===== config.mk =====
export PLATFORM = sky130hd
export DESIGN_NAME = chunk_add_sequencer
export DESIGN_NICKNAME = d
export VERILOG_FILES = /design/src/rtl/chunk_add_pkg.sv /design/src/rtl/chunk_adder.sv /design/src/rtl/chunk_add_sequencer.sv
export SDC_FILE = /design/constraint.sdc
export NUM_CORES = 1
export LEC_CHECK = 0
export CAP_MARGIN = 10
export CORE_MARGIN = 4
export CORE_UTILIZATION = 40
export DETAILED_ROUTE_END_ITERATION = 7
export DONT_BUFFER_PORTS = 1
export GPL_TIMING_DRIVEN = 0
export PLACE_DENSITY = 0.64
export SKIP_LAST_GASP = 1
export SLEW_MARGIN = 25
export SYNTH_ARGS = -nofsm -noshare
export SYNTH_HDL_FRONTEND = slang
export SYNTH_SLANG_ARGS = --single-unit

===== constraint.sdc =====
create_clock -name clock -period 4.4 [get_ports clock]
set_input_delay 0.66 -clock clock [delete_from_list [all_inputs] [get_ports clock]]
set_output_delay 0.66 -clock clock [all_outputs]
set_load 0.02 [all_outputs]

===== src/rtl/chunk_add_pkg.sv =====
// chunk_add_pkg: shared types and sizing for the chunked adder sequencer
package chunk_add_pkg;
  typedef enum logic [1:0] {ST_LOAD, ST_ADD, ST_DRAIN} state_t;
  localparam int CHUNK_W_DEF = 3;
  localparam int N_CHUNKS_DEF = 4;
  function automatic int idx_w(int n);
    return (n > 1) ? $clog2(n) : 1;
  endfunction
  localparam int IDX_W = idx_w(N_CHUNKS_DEF);
endpackage


===== src/rtl/chunk_adder.sv =====
// chunk_adder: combinational ripple-carry adder of one chunk width
module chunk_adder #(
  parameter int W = 3
) (
  input  logic [W-1:0] a,
  input  logic [W-1:0] b,
  input  logic         cin,
  output logic [W-1:0] s,
  output logic         cout
);
  logic c;
  always_comb begin
    c = cin;
    s = '0;
    for (int i = 0; i < W; i++) begin
      s[i] = a[i] ^ b[i] ^ c;
      c = (a[i] & b[i]) | (c & (a[i] ^ b[i]));
    end
    cout = c;
  end
endmodule


===== src/rtl/chunk_add_sequencer.sv =====
// chunk_add_sequencer: load operand chunks, ripple them through one shared chunk adder, stream the sum out
module chunk_add_sequencer
  import chunk_add_pkg::*;
#(
  parameter int CHUNK_W = CHUNK_W_DEF,
  parameter int N_CHUNKS = N_CHUNKS_DEF
) (
  input  logic               clock,
  input  logic               reset,
  input  logic               in_valid,
  output logic               in_ready,
  input  logic [CHUNK_W-1:0] a_chunk,
  input  logic [CHUNK_W-1:0] b_chunk,
  output logic               out_valid,
  input  logic               out_ready,
  output logic [CHUNK_W-1:0] sum_chunk,
  output logic               out_last,
  output logic               carry_out,
  output logic               busy
);
  localparam int IW = idx_w(N_CHUNKS);
  state_t state, state_nx;
  logic [IW-1:0] idx, idx_nx;
  logic carry, carry_nx;
  logic [CHUNK_W-1:0] buf_a [N_CHUNKS];
  logic [CHUNK_W-1:0] buf_b [N_CHUNKS];
  logic [CHUNK_W-1:0] add_s;
  logic add_c, last, in_fire, out_fire;

  chunk_adder #(.W(CHUNK_W)) u_add (
    .a(buf_a[idx]),
    .b(buf_b[idx]),
    .cin(carry),
    .s(add_s),
    .cout(add_c)
  );

  assign last = idx == IW'(N_CHUNKS - 1);
  assign in_ready = !reset && state == ST_LOAD;
  assign out_valid = !reset && state == ST_DRAIN;
  assign in_fire = in_valid && in_ready;
  assign out_fire = out_valid && out_ready;
  assign sum_chunk = out_valid ? buf_a[idx] : '0;
  assign out_last = out_valid && last;
  assign carry_out = out_last && carry;
  assign busy = !reset && (state != ST_LOAD || idx != '0);

  always_comb begin
    state_nx = state;
    idx_nx = idx;
    carry_nx = carry;
    if (in_fire || out_fire || state == ST_ADD) idx_nx = last ? '0 : idx + IW'(1);
    case (state)
      ST_LOAD: if (in_fire && last) begin
        state_nx = ST_ADD;
        carry_nx = 1'b0;
      end
      ST_ADD: begin
        carry_nx = add_c;
        if (last) state_nx = ST_DRAIN;
      end
      ST_DRAIN: if (out_fire && last) state_nx = ST_LOAD;
      default: state_nx = ST_LOAD;
    endcase
  end

  always_ff @(posedge clock) begin
    if (reset) begin
      state <= ST_LOAD;
      idx <= '0;
      carry <= 1'b0;
      for (int i = 0; i < N_CHUNKS; i++) begin
        buf_a[i] <= '0;
        buf_b[i] <= '0;
      end
    end else begin
      state <= state_nx;
      idx <= idx_nx;
      carry <= carry_nx;
      if (in_fire) begin
        buf_a[idx] <= a_chunk;
        buf_b[idx] <= b_chunk;
      end else if (state == ST_ADD) begin
        buf_a[idx] <= add_s;
      end
    end
  end
endmodule


======== Word-level counts from Yosys, hierarchy flattened ========
Memories as Yosys holds them, arrays and structs flattened. A register that Yosys moved wholly into a read port is not among the register bits.
Cells that the tools add are included.
Widths: inputs -> output; s select.
storage, ports and cells
  output and inout port bits .............. 8
  memories kept ........................... 2
  register bits ........................... 5
  bits in writable memories ............... 24
cells by class
  bitwise gates (word level) .............. 16
  add/sub/neg operators ................... 1
  equal/unequal tests ..................... 6
  multiplexer cells ....................... 28
  reductions and logical operators ........ 21
memory list
  memory  words  width  read ports  clocked after memory_dff  write ports  line                       text
  buf_a   4      3      1           1                         4            chunk_add_sequencer.sv:25  logic [CHUNK_W-1:0] buf_a [N_CHUNKS];
  buf_b   4      3      1           1                         4            chunk_add_sequencer.sv:26  logic [CHUNK_W-1:0] buf_b [N_CHUNKS];
operators with widths
  cell                 count
  $mux 2               10
  $mux 1               12
  $mux 3               4
  $logic_and 1x1->1    9
  $and 1x1->1          6
  $pmux 2 s3           1
  $reduce_bool 2->1    3
  $reduce_or 3->1      2
  $xor 1x1->1          6
  $eq 2x2->1 const B   2
  $ne 2x1->1 const B   2
  $or 1x1->1           4
  $logic_or 1x1->1     3
  $reduce_and 3->1     1
  $add 2x1->2 const B  1
  $eq 2x1->1 const B   1
  $logic_not 2->1      1
  $ne 2x2->1 const B   1
  $pmux 1 s2           1
  $reduce_and 2->1     1
  $logic_not 1->1      1

======== Depth between registers and ports, before layout ========
  depth after elaboration ................. 9
  depth in mapped cells ................... 11

======== Modules after synthesis ========
A second synthesis with hierarchy kept.
unflattened totals
  cell total of the unflattened synthesis .. 143
  area total of the unflattened synthesis .. 1685.4 µm²
modules (own cells, without submodules)
  module               seq. area each (µm²)  area an instance (µm²)  cells each  times used
  chunk_add_sequencer  860.8                 1587.8                  130         1
  chunk_adder          0.0                   97.6                    13          1

======== Worst setup path before layout ========
Ideal clock, no wire load.
  kind .................................... register -> register
  start point ............................. register (tool-made name)
  end point ............................... memory buf_a[0][2] (netlist bit) (data pin)
  data arrival time ....................... 2.464 ns
  period minus slack after synthesis ...... 2.719 ns
  setup time .............................. 0.255 ns
  slack ................................... 1.681 ns
  cell stages (with the launch flop) ...... 12
  data required time ...................... 4.145 ns
  path through ............................ dfxtp_1 buf_2 mux4_2 inv_1 fa_1 inv_1 fa_1 fa_1 nand2_1 a21o_1 inv_1 and2_1
RTL lines
  element           line
  end: declaration  chunk_add_sequencer.sv:25

==> results.yml <==
outcome:
  status: "completed"
sta:
  timing_hold_violations_final: 0
  rsz0062_at_grt: "false"
  slew_headroom_pct: 49.63
  finalMaxSlewViolations: 0
  finalSetupTns_ns: 0
  fmaxAchievable_ghz: 0.3366
  finalClockSkew_ns: 0.005046
  worst_slack_ns: 1.429
  layout_min_cycle_time_ns: 2.971
  finalSetupViolCount: 0
  whs_ns: 0.5825
  worstMarginPinSlew_ns: 0.7523
  fin_crit_sh_pct: 67.52
detailed_routing:
  drt_iter0_markers: 37
  ant_nets: 0
  routedWlPerCell_um: 16.44
  via_count: 1006
  post_drt_via_cell_ratio: 5.240
  first_pass_iters: 4
  routed_wirelength_mm: 3.156
  drc_errors: 0
worst_setup_path:
  reg2reg_setup_slack_ns: 1.43
  cp_data_arrival_time_ns: 3.01
  cp_cell_sequence: "buf_2 -> mux4_2 -> inv_1 -> fa_1 -> inv_1 -> fa_1 -> fa_1 -> nand2_1 -> a21o_1 -> inv_1 -> and2_1"
  critPathKind: "reg2reg"
  cp_slowest_cell: "mux4_2"
  path_buf_inv: 4
  path_delay_family: "adder cells"
  critPathLaunchType: "flip-flop"
  endpoint_kind: "flip-flop"
  critical_path_required_ns: 4.43
  critical-path-max-stage-delay_ns: 0.55
  cp_max_fo: 6
run:
  drv_cap: 0
grt:
  antenna_found_initial: 0
  grt_util_all_layers_pct: 13.70
  grt_pass1_vias: 1005
  grt_overflow: 0
  grt_max_degree: 11
  grt_pass1_wl_mm: 5.230
pwr:
  p_per_area_nw_per_um2: 352.4
  peakVddDrop_mv: 0.1816
  leakage_nw: 0.6668
  power_mw: 0.6337
synthesis:
  synth_largest_area_cell: "edfxtp_1"
  synthesis.nets: 149
  synth_top_area_share_pct: 43.80
  synth_commonest_cells: "24 x edfxtp_1, 18 x and2_1, 9 x inv_1"
  synth.top_cells.by_area: "edfxtp_1 44%, dfxtp_1 8.5%, mux4_2 8.2%"
  syn_avg_cell_area_sq_um: 12.28
  synth_warnings: 0
  synth_cell_types: 36
  synth-seq-area-share_pct: 52.32
  ys_ff_latch: 31
  ys.flop_type: "edfxtp_1"
  synth_edf_count: 24
  syn_inst: 134
  synth.most_common_cell: "edfxtp_1"
  async_flop_share_pct: 0
  netlist_area_sq_um: 1645
cells_and_area:
  antenna_cells: 0
  drive_gt1_share_pct: 19.01
  finish.utilization_pct: 44.95
  final_area_sq_um: 1798
  final_nets: 156
  final_cells: 192
  syn_to_final_growth_pct: 9.277
cts:
  clkTransAtPathRegs_ns: 0.06
  numCtsBuffers: 5
  post_cts_resized: 0
  cts_tree: "yes"
  h-tree-depth: 2
  cts-root-buf: "clkbuf_8"
  cts_max_path_buffers: 2
  worstSkewPairLatency_ns: 0.28
  hold_buffers: 0
  postCtsSetupBuffers: 0
  clkSinkCount: 31
floorplanning:
  core_area_sq_um: 4000
  die_w_um: 72.14
  ioPinCount: 18
  chipHeight_um: 72.14
  num_rows: 23
  die_area_sq_um: 5203
  initial_core_util_pct: 41.13
place:
  hpwlAfterDp_mm: 2.546
  io_buffers: 0
  place_area_sq_um: 1708
  place_ws_ns: 1.383
  routabilityCongestion: 0.8024
  place_inst: 184
min_path:
  hold_class: "in2reg"
==> flip-flops by register name (all words and copies together), names as in the netlist, named ones only <==
name and count:
buf_a 12, buf_b 12, idx 2, state 2, carry 1
==> cell type report <==
cell class | count | area, sq um
plain buffers | 6 | 32.53
clock buffers | 7 | 86.33
clock inverters | 1 | 3.754
fillers | 388 | 2202
inverters | 9 | 33.78
multi-input cells | 88 | 718.2
flip-flops and latches | 31 | 860.8
well taps | 50 | 62.56
==> power breakdown <==
part	leakage [nW]	switching (mW)	internal, mW
combinational	0.315	0.0386	0.0332
sequential	0.306	0.00689	0.331
clock	0.0459	0.0987	0.125
total	0.667	0.144	0.489
==> logic make-up after synthesis <==
family / synth area share [%]
multiplexers: 10.19
AO/OA/AOI/OAI: 4.563
adder cells (fa/ha/maj): 5.171
AND/OR/NAND/NOR: 23.73
flip-flops: 52.32
buffers and inverters: 4.030
==> final timing paths <==
path | from | to | depth (start not counted)
setup / recovery | flip-flop | buf_a[0][2] | 11
hold / removal | b_chunk[1] | buf_b[0][1] | 1
setup reg to reg | flip-flop | buf_a[0][2] | 11
hold reg to reg | state[1] | state[1] | 2
==> layout by cell type, fill, tap and decap left out <==
| cell | count |
|---|---|
| edfxtp_1 | 24 |
| and2_1 | 18 |
| inv_1 | 9 |
| nor2_1 | 8 |
| nand2b_1 | 7 |
| dfxtp_1 | 7 |
| mux4_2 | 6 |
| nand2_1 | 6 |
| clkbuf_8 | 6 |
| clkbuf_1 | 4 |
| nand3b_1 | 4 |
| or2_2 | 4 |
| a21o_1 | 3 |
| nor4_1 | 3 |
| nor3_1 | 3 |
| a21oi_1 | 3 |
| fa_1 | 3 |
| buf_2 | 2 |
| nor2_2 | 2 |
| ha_1 | 2 |
| nor3b_2 | 1 |
| nor4b_2 | 1 |
| or2_1 | 1 |
| buf_6 | 1 |
| and2b_1 | 1 |
| o211ai_1 | 1 |
| or3_1 | 1 |
| or4_4 | 1 |
| a31o_2 | 1 |
| or3b_1 | 1 |
| and3_1 | 1 |
| nor2b_1 | 1 |
| a211oi_2 | 1 |
| mux2i_1 | 1 |
| a211o_1 | 1 |
| mux2_1 | 1 |
| mux2_2 | 1 |
| clkinv_1 | 1 |
==> metal layers <==
layer	wire [um]	track usage [%]	up-vias
met4	55	5.637	0
met2	1468	20.12	30
met5	0	0	-
li1	-	-	483
met1	1399	18.51	488
met3	232	4.709	5
No activity file was read; power rests on OpenSTA's default activity.
